File: src/rtl/fifo_put_arbiter.sv
// fifo_put_arbiter: round-robin arbiter that shares the FIFO put port among
// N_REQ producers. It grants bursts of up to MAX_BURST words and drives a
// registered en_put/data_put pair that holds its word while the FIFO is full.
module fifo_put_arbiter #(
  parameter int unsigned N_BITS    = 32,
  parameter int unsigned N_REQ     = 4,
  parameter int unsigned MAX_BURST = 4
) (
  input  logic                      clk,
  input  logic                      init,
  input  logic [N_REQ-1:0]          req,
  input  logic [N_REQ*N_BITS-1:0]   data_in,
  output logic [N_REQ-1:0]          ack,
  input  logic                      full,
  output logic                      en_put,
  output logic [N_BITS-1:0]         data_put,
  output logic [$clog2(N_REQ)-1:0]  grant_id,
  output logic                      busy
);

  localparam int unsigned ID_W  = $clog2(N_REQ);
  localparam int unsigned CNT_W = $clog2(MAX_BURST + 1);

  typedef enum logic {
    S_IDLE  = 1'b0,
    S_BURST = 1'b1
  } state_e;

  state_e             state_q, state_d;
  logic [ID_W-1:0]    owner_q, owner_d;
  logic [ID_W-1:0]    ptr_q, ptr_d;
  logic [CNT_W-1:0]   cnt_q, cnt_d;

  logic [N_REQ-1:0]   req_sh;
  logic               req_owner;
  logic               keep_owner;
  logic [ID_W-1:0]    rr_base;
  logic [ID_W:0]      rr_res;
  logic               win_valid;
  logic [ID_W-1:0]    win_id;
  logic               can_load;
  logic               xfer;
  logic [N_BITS-1:0]  win_word;
  logic [CNT_W-1:0]   new_cnt;

  // Successor of a requester index, wrapping at N_REQ (need not be a power of two).
  function automatic logic [ID_W-1:0] next_id(input logic [ID_W-1:0] id);
    if (32'(id) >= N_REQ - 1) return '0;
    return id + ID_W'(1);
  endfunction

  // First set request at or after base, searching upward with wrap; MSB flags a hit.
  function automatic logic [ID_W:0] rr_pick(input logic [N_REQ-1:0] r,
                                            input logic [ID_W-1:0]  base);
    logic             found;
    logic [ID_W-1:0]  pick;
    logic [N_REQ-1:0] rsh;
    int unsigned      idx;
    found = 1'b0;
    pick  = '0;
    for (int unsigned k = 0; k < N_REQ; k++) begin
      idx = 32'(base) + k;
      if (idx >= N_REQ) idx = idx - N_REQ;
      rsh = r >> idx;
      if (!found && rsh[0]) begin
        found = 1'b1;
        pick  = ID_W'(idx);
      end
    end
    return {found, pick};
  endfunction

  // Winner selection: the owner keeps the grant while it requests; otherwise
  // re-arbitrate from the slot after the owner (BURST) or from ptr (IDLE).
  always_comb begin
    req_sh     = req >> owner_q;
    req_owner  = req_sh[0];
    keep_owner = (state_q == S_BURST) && req_owner;
    rr_base    = (state_q == S_BURST) ? next_id(owner_q) : ptr_q;
    rr_res     = rr_pick(req, rr_base);
    if (keep_owner) begin
      win_valid = 1'b1;
      win_id    = owner_q;
    end else begin
      win_valid = rr_res[ID_W];
      win_id    = rr_res[ID_W-1:0];
    end
    can_load = !en_put || !full;
    xfer     = win_valid && can_load && !init;
    win_word = N_BITS'(data_in >> (32'(win_id) * N_BITS));
  end

  // State register: burst owner, word count and round-robin pointer.
  always_ff @(posedge clk) begin
    if (init) begin
      state_q <= S_IDLE;
      owner_q <= '0;
      cnt_q   <= '0;
      ptr_q   <= '0;
    end else begin
      state_q <= state_d;
      owner_q <= owner_d;
      cnt_q   <= cnt_d;
      ptr_q   <= ptr_d;
    end
  end

  // Next state: count transfers, close the burst at the limit or on owner drop.
  always_comb begin
    state_d = state_q;
    owner_d = owner_q;
    cnt_d   = cnt_q;
    ptr_d   = ptr_q;
    new_cnt = keep_owner ? cnt_q + CNT_W'(1) : CNT_W'(1);
    if (xfer) begin
      owner_d = win_id;
      // Owner dropped and a new one took over in the same cycle.
      if (!keep_owner && (state_q == S_BURST)) ptr_d = next_id(owner_q);
      if (new_cnt == CNT_W'(MAX_BURST)) begin
        ptr_d   = next_id(win_id);
        state_d = S_IDLE;
        cnt_d   = '0;
      end else begin
        state_d = S_BURST;
        cnt_d   = new_cnt;
      end
    end else if ((state_q == S_BURST) && !req_owner && can_load) begin
      // Owner dropped and nobody else is asking.
      ptr_d   = next_id(owner_q);
      state_d = S_IDLE;
      cnt_d   = '0;
    end
  end

  // Outputs decoded from state: one-hot ack, owner id and busy flag.
  always_comb begin
    ack      = '0;
    busy     = (state_q == S_BURST);
    grant_id = '0;
    if (xfer) ack = N_REQ'(1) << win_id;
    if (state_q == S_BURST) grant_id = owner_q;
  end

  // Put register: load on transfer, drop when the word leaves, hold while full.
  always_ff @(posedge clk) begin
    if (init) begin
      en_put   <= 1'b0;
      data_put <= '0;
    end else if (xfer) begin
      en_put   <= 1'b1;
      data_put <= win_word;
    end else if (!full) begin
      en_put   <= 1'b0;
    end
  end

endmodule
File: config.mk
export PLATFORM = sky130hd
export DESIGN_NAME = fifo_put_arbiter
export DESIGN_NICKNAME = d
export VERILOG_FILES = /design/src/rtl/fifo_put_arbiter.sv
export SDC_FILE = /design/constraint.sdc
export NUM_CORES = 1
export LEC_CHECK = 0
export ABC_AREA = 1
export CORE_ASPECT_RATIO = 0.75
export CORE_MARGIN = 1.5
export CORE_UTILIZATION = 39
export DETAILED_ROUTE_END_ITERATION = 7
export PLACE_DENSITY_LB_ADDON = 0.25
export SYNTH_ARGS = -nofsm -noshare
export SYNTH_HDL_FRONTEND = slang
export SYNTH_SLANG_ARGS = --single-unit
export TNS_END_PERCENT = 100
File: constraint.sdc
create_clock -name clk -period 3.6 [get_ports clk]
set_input_delay 0.54 -clock clk [delete_from_list [all_inputs] [get_ports clk]]
set_output_delay 0.54 -clock clk [all_outputs]
set_load 0.05 [all_outputs]
* Word-level counts from Yosys, hierarchy flattened
Index checks and enable logic that the tools add are counted.
** Storage, ports and cells
- Flip-flop bits (word level) :: 41
- Output and inout port bits :: 40
** Operators by class
- $add $sub $neg :: 10
- Order comparisons :: 6
- Equal/unequal tests :: 3
- Shift-type cells :: 7
- Multiplexer cells :: 44
- Reductions and logical operators :: 20
** Operators by type and width (count)
- 32-bit two-way mux :: 4
- 128-bit by 7-bit >> shifter with 32-bit output :: 1
- 4-bit by 32-bit >> shifter with 1-bit output :: 4
- 2-bit two-way mux :: 17
- 1-bit two-way mux :: 18
- 3-bit two-way mux :: 4
- 3-bit by 3-bit subtractor with 4-bit output (second input constant) :: 3
- 3-bit >= comparator (second input constant) :: 3
- 1-bit logical AND :: 9
- 1-bit zero test :: 8
- 2-bit by 2-bit adder with 3-bit output (second input constant) :: 2
- 2-bit by 1-bit adder with 2-bit output (second input constant) :: 2
- 2-bit >= comparator (second input constant) :: 2
- 4-bit two-way mux :: 1
- 1-bit by 2-bit << shifter with 4-bit output (first input constant) :: 1
- 4-bit by 2-bit >> shifter with 1-bit output :: 1
- 2-bit by 3-bit subtractor with 4-bit output (second input constant) :: 1
- 2-bit by 1-bit adder with 3-bit output (second input constant) :: 1
- 3-bit by 1-bit adder with 3-bit output (second input constant) :: 1
- 3-bit equality test (second input constant) :: 1
- 2-bit by 3-bit >= comparator with 1-bit output (second input constant) :: 1
- 3-bit by 1-bit inequality test with 1-bit output (second input constant) :: 1
- 2-bit by 1-bit inequality test with 1-bit output (second input constant) :: 1
- 2-bit AND reduction :: 1
- 2 further kinds :: 2

* Logic depth before layout (Yosys ltp)
Gate-level depths: netlist of run 1.
- Depth after elaboration :: 25
- Gate-level depth with buffers :: 21

* Worst setup path after synthesis of run 1
No wires, ideal clock.
- Path type :: reg-to-output
- Start point :: register state_q, in the netlist busy
- End point :: output port ack[3]
- Data arrival time :: 3.191 ns
- Required time :: 3.060 ns
- Setup slack :: -0.131 ns
- Stages on the path, launching flop included :: 19
- Cell sequence :: dfxtp_1 -> buf_6 -> inv_2 -> nand2_4 -> nand2_4 -> ha_1 -> inv_1 -> nand3_1 -> nand2_1 -> nor2_4 -> nand3_1 -> nand2_2 -> nand3_4 -> nand2_2 -> buf_6 -> buf_2 -> ha_1 -> inv_1 -> nor2_1
** Between the ends
- Longest elaborated chain between the ends :: 18
- Elaborated cells between the ends (all ways) :: 41
** RTL lines
- start, declared :: RTL line 29 : state_e state_q, state_d;
- start signal, assigned :: RTL line 101 : state_q <= state_d;
- parallel branches: the longest is 17 deep, another holds 3-bit by 3-bit subtractor with 4-bit output
- 4-bit two-way mux (*) :: RTL line 140 : if (xfer) ack = N_REQ'(1) << win_id;
- end, declared :: RTL line 13 : output logic [N_REQ-1:0] ack,
Mark *: on every way between the ends.

* Worst setup path after layout of run 1
- Start point :: register owner_q[1]
- End point :: output port ack[1]
** Between the ends
- Longest elaborated chain between the ends :: 21
- Elaborated cells between the ends (all ways) :: 46
** RTL lines
- start, declared :: RTL line 30 : logic [ID_W-1:0] owner_q, owner_d;
- start signal, assigned :: RTL line 102 : owner_q <= owner_d;
- parallel branches: the longest is 20 deep, another holds 3-bit by 3-bit subtractor with 4-bit output
- 4-bit two-way mux (*) :: RTL line 140
Marks and branches as above.

==> reports/results.ini, run 1 <==
[sta]
slew_violations = 0
tightest_slew_ps = 595.3
finalHoldViolCount = 0
finalCritPeriodShare_pct = 96.64
fmax_mhz = 287.4
setup_viol = 0
holdWs_ps = 472.4
fin_tns_setup_ps = 0
setup_ws_ps = 120.9
skew_ps = 7.631
fin_crit_ps = 3479
max-slew-margin-rel_pct = 60.31

[placed_design]
place.port_buffers = 174
pre_cts_slack_ps = 366.5
place_hpwl_um = 7958
gp_congestion = 0.8510

[logic_synthesis]
synthTopCellsByArea = nand2_1 29%, dfxtp_1 27%, nand3_1 15%
syn_inst = 527
yosysMostFrequentCell = nand2_1
postSynth.asyncResetShare_pct = 0
synth_top_area_share_pct = 28.75
ys.flop_type = dfxtp_1
syn_area_per_cell_sq_um = 5.848
yosys-top-cells-count = 236 x nand2_1, 90 x nand3_1, 41 x dfxtp_1, 31 x nor2_1, 27 x a21oi_1
seq_area_frac_synth_pct = 26.63
yosys.area.top_type = nand2_1
synthesis.nets = 670
yosysUniqueCellTypes = 34
synth-warning-count = 0
netlist_area_sq_mm = 0.003082
synth_seq_cells = 41
synth_edf_count = 0

[worst_setup_path]
arrival_ps = 2940
crit_fanout = 10
crit_required_ps = 3060
end_kind = output pin
crit_type = flip-flop to output pin
cp-start-kind = flip-flop

[route]
wire_per_inst_um = 13.36
vias = 3977
final_antenna_net_count = 0
routed_wl_um = 10600
firstDrtPassIters = 5
drcViolationCount = 0
drt_iter0_drc = 206
vias_per_cell = 5.015

[cts]
clock_latency_ps = 300
hold_buffers = 0
cts_root_buffer = clkbuf_8
clk_pin_slew_ps = 90
clock_path_buffers = 2
h-tree-depth = 2
clkSinkCount = 41
cts_tree = yes
cts_buffers = 5

[die]
start_util_pct = 41.09
core_sq_mm = 0.007500
rows = 27
die-width_um = 105.6
fp.dieH_um = 79.98
boundaryPins = 175
fp.dieArea_sq_mm = 0.008449

[layout]
nets = 834
area.growth.synth_to_final_pct = 64.15
antenna_cells = 0
drive_gt1_share_pct = 8.526

[global_routing]
grt_pass1_wl_um = 16230
overflow = 0
grtUsageTotal_pct = 23.75
grt_max_degree = 61
antenna_found_initial = 0
grt_pass1_vias = 3508

[outcome]
status = finished clean

[flow_run]
drv_cap = 0

[min_path]
hold_class = flip-flop to flip-flop

[power_and_ir_drop]
p_clk_share_pct = 7.2
p_per_area_mw_per_mm2 = 860.9
netSwitchingFraction_pct = 55.97
combPwrFrac_pct = 75.4
peakVddDrop_v = 0.0005148
power.switching_w = 0.002437
pwr-share-seq_pct = 17.4
leakage_nw = 2.324
p_int_w = 0.001918

## final cells by class
cell class,instances,area (sq um)
Clock buffer,5,68.82
Tap cell,101,126.4
Timing Repair Buffer,186,1879
Multi-Input combinational cell,427,2019
Sequential cell,41,823.3
Inverter,30,120.1
Clock inverter,3,21.27
Fill cell,691,2441
## critical path, stage by stage (launching register included)
cell and delay [ps]:
dfxtp_2 340, ha_1 290, inv_1 60, nand2_1 70
o21ai_4 120, inv_2 80, ha_1 300, inv_1 60
nand3_1 90, inv_2 50, nor2_2 140, nand4_1 100
nand3b_1 190, nand2_4 120, buf_8 160, ha_1 190
inv_1 60, nor2_2 50, buf_12 170
## cells in the final DEF (no fill, tap or decap), types with 2 or more instances in the layout
| cell | n |
|---|---|
| nand2_1 | 235 |
| ha_1 | 7 |
| dfxtp_1 | 39 |
| buf_4 | 11 |
| o21ai_0 | 5 |
| nand3_2 | 2 |
| clkdlybuf4s50_1 | 170 |
| nand4_1 | 3 |
| a21oi_1 | 27 |
| a31oi_1 | 2 |
| nor2_1 | 26 |
| inv_1 | 22 |
| buf_12 | 4 |
| inv_2 | 5 |
| nor2_4 | 2 |
| inv_6 | 2 |
| dfxtp_2 | 2 |
| o21ai_1 | 2 |
| nand3_1 | 89 |
| nor2_2 | 7 |
| clkbuf_8 | 5 |
| nand2_4 | 4 |
| nand2_2 | 4 |
## registers in the layout, summed over array words and instances (netlist names)
register and count:
ptr_q 2, owner_q 2, data_put 32, cnt_q 3
en_put 1, busy 1
## worst paths after layout
path                            slack, ps  depth (start not counted)                   endpoint               startpoint
worst min-delay path                  470                          2      cnt_q[1]$_SDFFE_PP0P_    cnt_q[1]$_SDFFE_PP0P_
worst min register to register        470                          2      cnt_q[1]$_SDFFE_PP0P_    cnt_q[1]$_SDFFE_PP0P_
worst max register to register        590                         20  data_put[14]$_SDFFE_PP0P_  owner_q[1]$_SDFFE_PP0P_
worst max-delay path                  120                         18                     ack[1]  owner_q[1]$_SDFFE_PP0P_
## per-layer routing
| metal | global-route usage, % | part of all wire [%] | vias up |
|---|---|---|---|
| met1 | 31.61 | 44 | 1791 |
| met3 | 5.388 | 7.6 | 6 |
| met2 | 39.55 | 48 | 171 |
| met5 | 0 | 0 | - |
| li1 | - | - | 2009 |
| met4 | 4.595 | 0.56 | 0 |
## timing repair
item	in CTS	in global routing
endpoints found under the setup margin	0	4
gates resized for setup	0	15
buffers inserted	0	3
## metrics by stage
step | utilization (%) | total power [W] | area, sq um | std cells
2_1_floorplan | - | 0.003073 | 3092 | 527
3_3_place_gp | 65.10 | 0.003882 | 4882 | 782
3_5_place_dp | 65.10 | 0.003926 | 4882 | 782
4_1_cts | 66.30 | 0.004252 | 4972 | 790
5_1_grt | 67.45 | 0.004710 | 5059 | 793
6_report | 67.45 | 0.004355 | 5059 | 793
## logic make-up after synthesis
logic type,share of synthesized area [%]
flops,26.63
compound gates,6.740
simple gates,53.35
buf+inv,9.744
xor+xnor,0.2843
fa+ha+maj,3.248
## power by group through the flow
stage	clock network [W]	registers (W)	logic (W)
6_report	0.000314	0.000756	0.00329
5_1_grt	0.000346	0.000776	0.00359
4_1_cts	0.000322	0.000753	0.00318
3_5_place_dp	0	0.000760	0.00317
3_3_place_gp	0	0.000755	0.00313
2_1_floorplan	0	0.00134	0.00174
(Power assumes the default switching activity.)
==> inputs of run 2 (changes only) <==
==> constraint.sdc (replaced) <==
create_clock -name clk -period 3.4 [get_ports clk]
set_input_delay 0.51 -clock clk [delete_from_list [all_inputs] [get_ports clk]]
set_output_delay 0.51 -clock clk [all_outputs]
set_load 0.05 [all_outputs]
==> run 2 against run 1 <==
  * Worst setup slack improved by 66 ps
  * Largest power group unchanged
  * Utilization increased by 1.8 points
  * Sequential power increased by 5.6%
  * Sequential share of layout area decreased by 0.39 points
  * Combinational power increased by 9.7%
  * Non-clock buffer count increased by 8
  * Register-to-register slack got worse by 90 ps
  * Global-route usage decreased by 0.33 points
  * Clock skew increased by 0.70 ps
  * Total power increased by 10%
  * Clock power increased by 26%
  * Via count decreased by 1.7%
==> reports/results.ini, run 2 (synthesis results as in run 1) <==
[outcome]
status = finished clean

[power_and_ir_drop]
p_per_area_mw_per_mm2 = 925.8  ; +7.5%
peakVddDrop_v = 0.0005306  ; +3.1%
leakage_nw = 2.372  ; +2.1%

[sta]
tightest_slew_ps = 587.5  ; -7.753 ps
finalCritPeriodShare_pct = 94.52
setup_viol = 0  ; unchanged
holdWs_ps = 475.3  ; +2.897 ps
finalHoldViolCount = 0  ; unchanged
fin_crit_ps = 3214
setup_ws_ps = 186.4  ; +65.51 ps
fmax_mhz = 311.2
slew_violations = 0  ; unchanged
skew_ps = 8.329  ; +0.6975 ps
fin_tns_setup_ps = 0  ; unchanged
max-slew-margin-rel_pct = 60.83  ; +0.52 points

[die]
rows = 27  ; unchanged
start_util_pct = 41.09  ; unchanged
fp.dieH_um = 79.98  ; unchanged
fp.dieArea_sq_mm = 0.008449  ; unchanged
core_sq_mm = 0.007500  ; unchanged
die-width_um = 105.6  ; unchanged
boundaryPins = 175  ; unchanged

[min_path]
min_to = data_put[22]$_SDFFE_PP0P_
holdPathStages = 2  ; unchanged
hold_class = flip-flop to flip-flop
hp-start = data_put[22]$_SDFFE_PP0P_

[worst_setup_path]
arrival_ps = 2700  ; -240 ps
crit_fanout = 9  ; -1
crit_type = flip-flop to output pin
ff2ff_path_depth = 18  ; -10%
r2r_start = owner_q[0]$_SDFFE_PP0P_
r2r-end = data_put[16]$_SDFFE_PP0P_
end_kind = output pin
crit_required_ps = 2890  ; -170 ps
cp-start-kind = flip-flop
rrSetupSlack_ps = 500  ; -90 ps

[placed_design]
place_hpwl_um = 7788  ; -2.1%
gp_congestion = 0.8618  ; +1.3%
place.port_buffers = 174  ; unchanged
pre_cts_slack_ps = 134.8  ; -231.6 ps

[flow_run]
drv_cap = 0  ; unchanged

[cts]
cts_root_buffer = clkbuf_8
cts_buffers = 5  ; unchanged
clk_pin_slew_ps = 80  ; about the same
h-tree-depth = 2  ; unchanged
cts_tree = yes
clock_latency_ps = 290  ; about the same
clkSinkCount = 41  ; unchanged
clock_path_buffers = 2  ; unchanged
hold_buffers = 0  ; unchanged

[layout]
final_cell_mix = 233 x nand2_1, 170 x clkdlybuf4s50_1, 89 x nand3_1, 38 x dfxtp_1, 27 x a21oi_1
largest_register_ffs = 32  ; unchanged
antenna_cells = 0  ; unchanged
area.growth.synth_to_final_pct = 68.41
top_register = data_put
regArea_sq_um = 824.5  ; +0.15%
drive_gt1_share_pct = 10.29  ; +1.8 points
nets = 842  ; +0.96%
layout_commonest_cell = nand2_1
multiInputGateArea_sq_mm = 0.002071  ; +2.5%
nFillCells = 650  ; -5.9%
reg_top3 = data_put (32), cnt_q (3)

[route]
firstDrtPassIters = 7  ; +2
wire_per_inst_um = 13.00  ; -2.7%
vias = 3910  ; -1.7%
drcViolationCount = 0  ; unchanged
final_antenna_net_count = 0  ; unchanged
drt_iter0_drc = 241  ; +17%
routed_wl_um = 10410  ; -1.7%
vias_per_cell = 4.881  ; -2.7%

[global_routing]
grtUsageTotal_pct = 23.42  ; -0.33 points
antenna_found_initial = 0  ; unchanged
overflow = 0  ; unchanged
grt_pass1_wl_um = 16060  ; -1.1%
grt_max_degree = 61  ; unchanged
grt_pass1_vias = 3518  ; +0.29%

-- run 2: cell count changes in the layout (fill, tap and decap cells not counted), moves of 2 or more --
cell and change:
nand2_1 -2, inv_6 -2, ha_1 -3, buf_4 +9
nor2_2 -2, nand2_2 +2, nor2_4 +2, ha_4 +2
-- run 2: cell type report --
class | count | area share (%)
inverter | 30 | 2.411
clock inverter | 2 | 0.7473
multi-input combinational | 427 | 39.90
timing repair buffer | 194 | 37.22
tap | 101 | 2.435
clock buffer | 6 | 1.398
sequential | 41 | 15.89
-- run 2: where the power goes --
part           total [W]  switching, W  internal, W  leakage [nW]
clock           0.000397      0.000177     0.000221        0.0554
sequential      0.000798      0.000112     0.000686         0.343
combinational    0.00361       0.00232      0.00129          1.97
total            0.00480       0.00261      0.00219          2.37
-- run 2: worst max-delay path by stage --
| stage | depth (start not counted) | slack (ps) | from | end |
|---|---|---|---|---|
| 6_report | 17 | 190 | owner_q[0]$_SDFFE_PP0P_ | ack[0] |
| 5_1_grt | 18 | -0.3 | owner_q[0]$_SDFFE_PP0P_ | ack[3] |
| 4_1_cts | 18 | 10 | owner_q[1]$_SDFFE_PP0P_ | ack[3] |
| 3_5_place_dp | 18 | 130 | owner_q[1]$_SDFFE_PP0P_ | ack[3] |
| 3_3_place_gp | 18 | 270 | owner_q[1]$_SDFFE_PP0P_ | ack[3] |
| 2_1_floorplan | 18 | -80 | busy$_SDFFE_PP0P_ | ack[3] |
-- run 2: worst max-delay path, stage by stage (launching register included) --
cell	delay, ps
dfxtp_2	340
buf_4	170
nor2_4	140
nand2_4	110
nand2_8	110
ha_4	210
inv_1	80
nand3_2	90
nand2_2	80
nor2_4	50
nand2_1	60
nand2_1	40
nand3b_1	220
nand2_4	160
ha_2	190
inv_1	50
nor2_2	150
buf_12	150
-- run 2: per-stage QoR --
step	power [W]	cells	util, %	cell area, sq um
after floorplan	0.003261	527	-	3097
after global placement	0.004111	783	65.27	4895
after detailed placement	0.004161	783	65.27	4895
after CTS	0.004663	794	67.60	5070
after global routing	0.005189	801	69.20	5190
final	0.004805	801	69.20	5190
-- run 2: repair_timing --
item | 4_1_cts | 5_1_grt
setup endpoints to repair | 3 | 4
pin swaps | 2 | 7
gates resized for setup | 9 | 15
buffers inserted | 3 | 7
hold endpoints to repair | 0 | 0
-- run 2: routing by layer --
layer / vias up / track usage [%] / share of wire, %
met3: 4 / 4.082 / 6.9
met4: 0 / 3.649 / 0.38
met5: - / 0 / 0
met1: 1734 / 30.50 / 44
met2: 153 / 41.30 / 49
li1: 2019 / - / -
==> patch, RTL diff (settings of run 1) <==
The parameter `N_REQ` goes from 4 to 8.
--- a/src/rtl/fifo_put_arbiter.sv
+++ b/src/rtl/fifo_put_arbiter.sv
@@ -4,5 +4,5 @@
 module fifo_put_arbiter #(
   parameter int unsigned N_BITS    = 32,
-  parameter int unsigned N_REQ     = 4,
+  parameter int unsigned N_REQ     = 8,
   parameter int unsigned MAX_BURST = 4
 ) (
Interface: changed (resized ack, data_in, grant_id and req); port bits go from 175 to 312. The function was not compared with the original's and may differ.
==> patch against run 1 <==
The flow now finishes with violations (setup timing). Synthesized cell count grew 98%. Design area increased by 98%. Setup slack worse by 0.55 ns. Routed wire length grew to 2.6 times the old value. Largest cell class unchanged. Critical path depth increased by 7. Sequential cell count up 2. Area after synthesis rose by 79%. Power is 150% higher.
==> patch: results (changes against run 1) <==
- Status: finished, violations left (was completed)
* Failing checks: setup timing
* Cell family with most CP delay: simple AND/OR/NAND/NOR gates (was adder cells)
* Pin count of the biggest net entering global routing: 122 (was 61)
- The aggregate routed wire length is 28040 um (was 10600 um).
- Via-to-Cell Ratio: 5.443 (was 5.015)
* Clock root cell: clkbuf_16 (was clkbuf_8)
- The number of global-route vias before repair was 7487 (was 3508).
* CTS clock-pin slew for the worst setup and hold paths: 0.06 ns (was 0.09 ns)
- The wire length of the first global-routing pass is 39140 um (was 16230 um).
- Total CTS buffers: 5 (unchanged)
- Maximum fanout along the worst path: 7 (was 10)
* VDD IR-drop max: 0.5565 mV (was 0.5148 mV)
- The number of inserted filler cells in the final layout is 1215 (was 691).
* Total Nets Final: 1664 (was 834)
* DRC violation total after the first TritonRoute iteration: 623 (was 206)
* WP data arrival: 3.49 ns (was 2.94 ns)
- The sequential cell area fraction in the yosys report came to 15.62% (was 26.63%).
* Via count: 8496 (was 3977)
* Count of input and output buffers: 311 (was 174)
* HPWL after DPL: 19500 um (was 7958 um)
- The setup slack at placement was -0.1103 ns (was 0.3665 ns).
- Antenna violations before repair: 2 (was 0)
* Post-Synthesis Mean Instance Area: 5.269 um^2 (was 5.848 um^2)
- Cell count after placement: 1520 (was 782)
* Last weighted congestion value of the routability-driven placer: 0.9223 (was 0.8510)
* Syn Nets: 1326 (was 670)
- Slew at the pin closest to its max-slew limit: 0.6295 ns (was 0.5953 ns)
- Final setup viols: 23 (was 0)
* Worst clock skew: 0.006781 ns (was 0.007631 ns)
- Most numerous cell types in the synthesized netlist: nand2_1 (412), nand3_1 (329), nor2_1 (47) (was nand2_1 (236), nand3_1 (90), dfxtp_1 (41))
* Static Leak: 0.004637 uW (was 0.002324 uW)
* Combined global-route utilization of all metal layers: 33.25% (was 23.75%)
- Biggest area contributors in the synthesized netlist: nand3_1 (30%), nand2_1 (28%), dfxtp_1 (16%) (was nand2_1 (29%), dfxtp_1 (27%), nand3_1 (15%)).
* Library cell contributing the largest single delay on the critical path: dfxtp_4 (was dfxtp_2)
- Min setup slack post-route: -0.4290 ns (was 0.1209 ns)
==> patch: changes by cell type after synthesis, sizes merged, moves of 2 or more <==
cell	delta
nand3	+238
nand2	+182
buf	+25
clkbuf	+19
inv	+17
nor2	+17
ha	+5
nor3	+5
nand4	+3
o21ai	+3
a31oi	-2
clkinv	+2
dfxtp	+2
o21bai	+2
==> patch: kinds of logic (layout without fill, tap and decap cells) <==
group	Yosys count	in the layout	synth area share [%]
and+or+nand+nor	824	824	66.02
buffers and inverters	122	460	10.72
AOI/OAI and AO/OA	43	43	4.540
DFF	43	43	15.62
adders and majority gates	13	13	2.951
xor gates and xnor gates	1	1	0.1589
other	0	2	0
==> patch: area by class of cell <==
class | instances | area [um^2] | share of cell area [%]
Multi-Input combinational cell | 881 | 4380 | 43.83
Timing Repair Buffer | 404 | 4156 | 41.59
Sequential cell | 43 | 867.1 | 8.677
Tap cell | 175 | 219.0 | 2.191
Inverter | 49 | 211.5 | 2.116
Clock buffer | 7 | 153.9 | 1.540
Antenna cell | 2 | 5.005 | 0.05008
==> patch: worst paths after layout <==
path / from / endpoint / slack (ns) / cells past startpoint
worst max-delay path: owner_q[1] / ack[3] / -0.43 / 25
worst min register to register: cnt_q[1] / cnt_q[1] / 0.47 / 2
worst max register to register: owner_q[1] / data_put[0] / -0.09 / 26
worst min-delay path: cnt_q[1] / cnt_q[1] / 0.47 / 2
==> patch: metrics by stage <==
stage	total power [uW]	area, um^2	TNS, ns	hold WS (ns)
detailed placement	8750	9194	-1.915	0.4595
global route	11510	9993	-11.03	0.4799
CTS	9470	9512	-2.217	0.4690
floorplan	6475	5747	-2.518	0.4367
finish	10780	9993	-3.197	0.4672
global placement	8689	9194	-0.3257	0.4540
==> patch: layer usage <==
metal / global-route usage [%] / vias to the layer above / wire length, um
met2: 53.57 / 452 / 12620
met4: 15.11 / 0 / 1357
met3: 7.658 / 89 / 2826
met1: 42.36 / 3839 / 11230
li1: - / 4116 / -
met5: 0 / - / 0
==> patch: power groups by stage <==
| stage | Sequential (uW) | Clock (uW) | Combinational [uW] |
|---|---|---|---|
| 3_5_place_dp | 797 | 0 | 7950 |
| 2_1_floorplan | 1330 | 0 | 5140 |
| 5_1_grt | 807 | 511 | 10200 |
| 4_1_cts | 789 | 494 | 8190 |
| 6_report | 794 | 495 | 9490 |
| 3_3_place_gp | 795 | 0 | 7890 |
==> patch: timing repair <==
action | 4_1_cts | 5_1_grt
endpoints found under the setup margin | 38 | 47
buffers inserted | 10 | 12
gates resized for setup | 26 | 43
cloned | 0 | 11
hold buffers | 0 | 0
pin swaps | 17 | 15
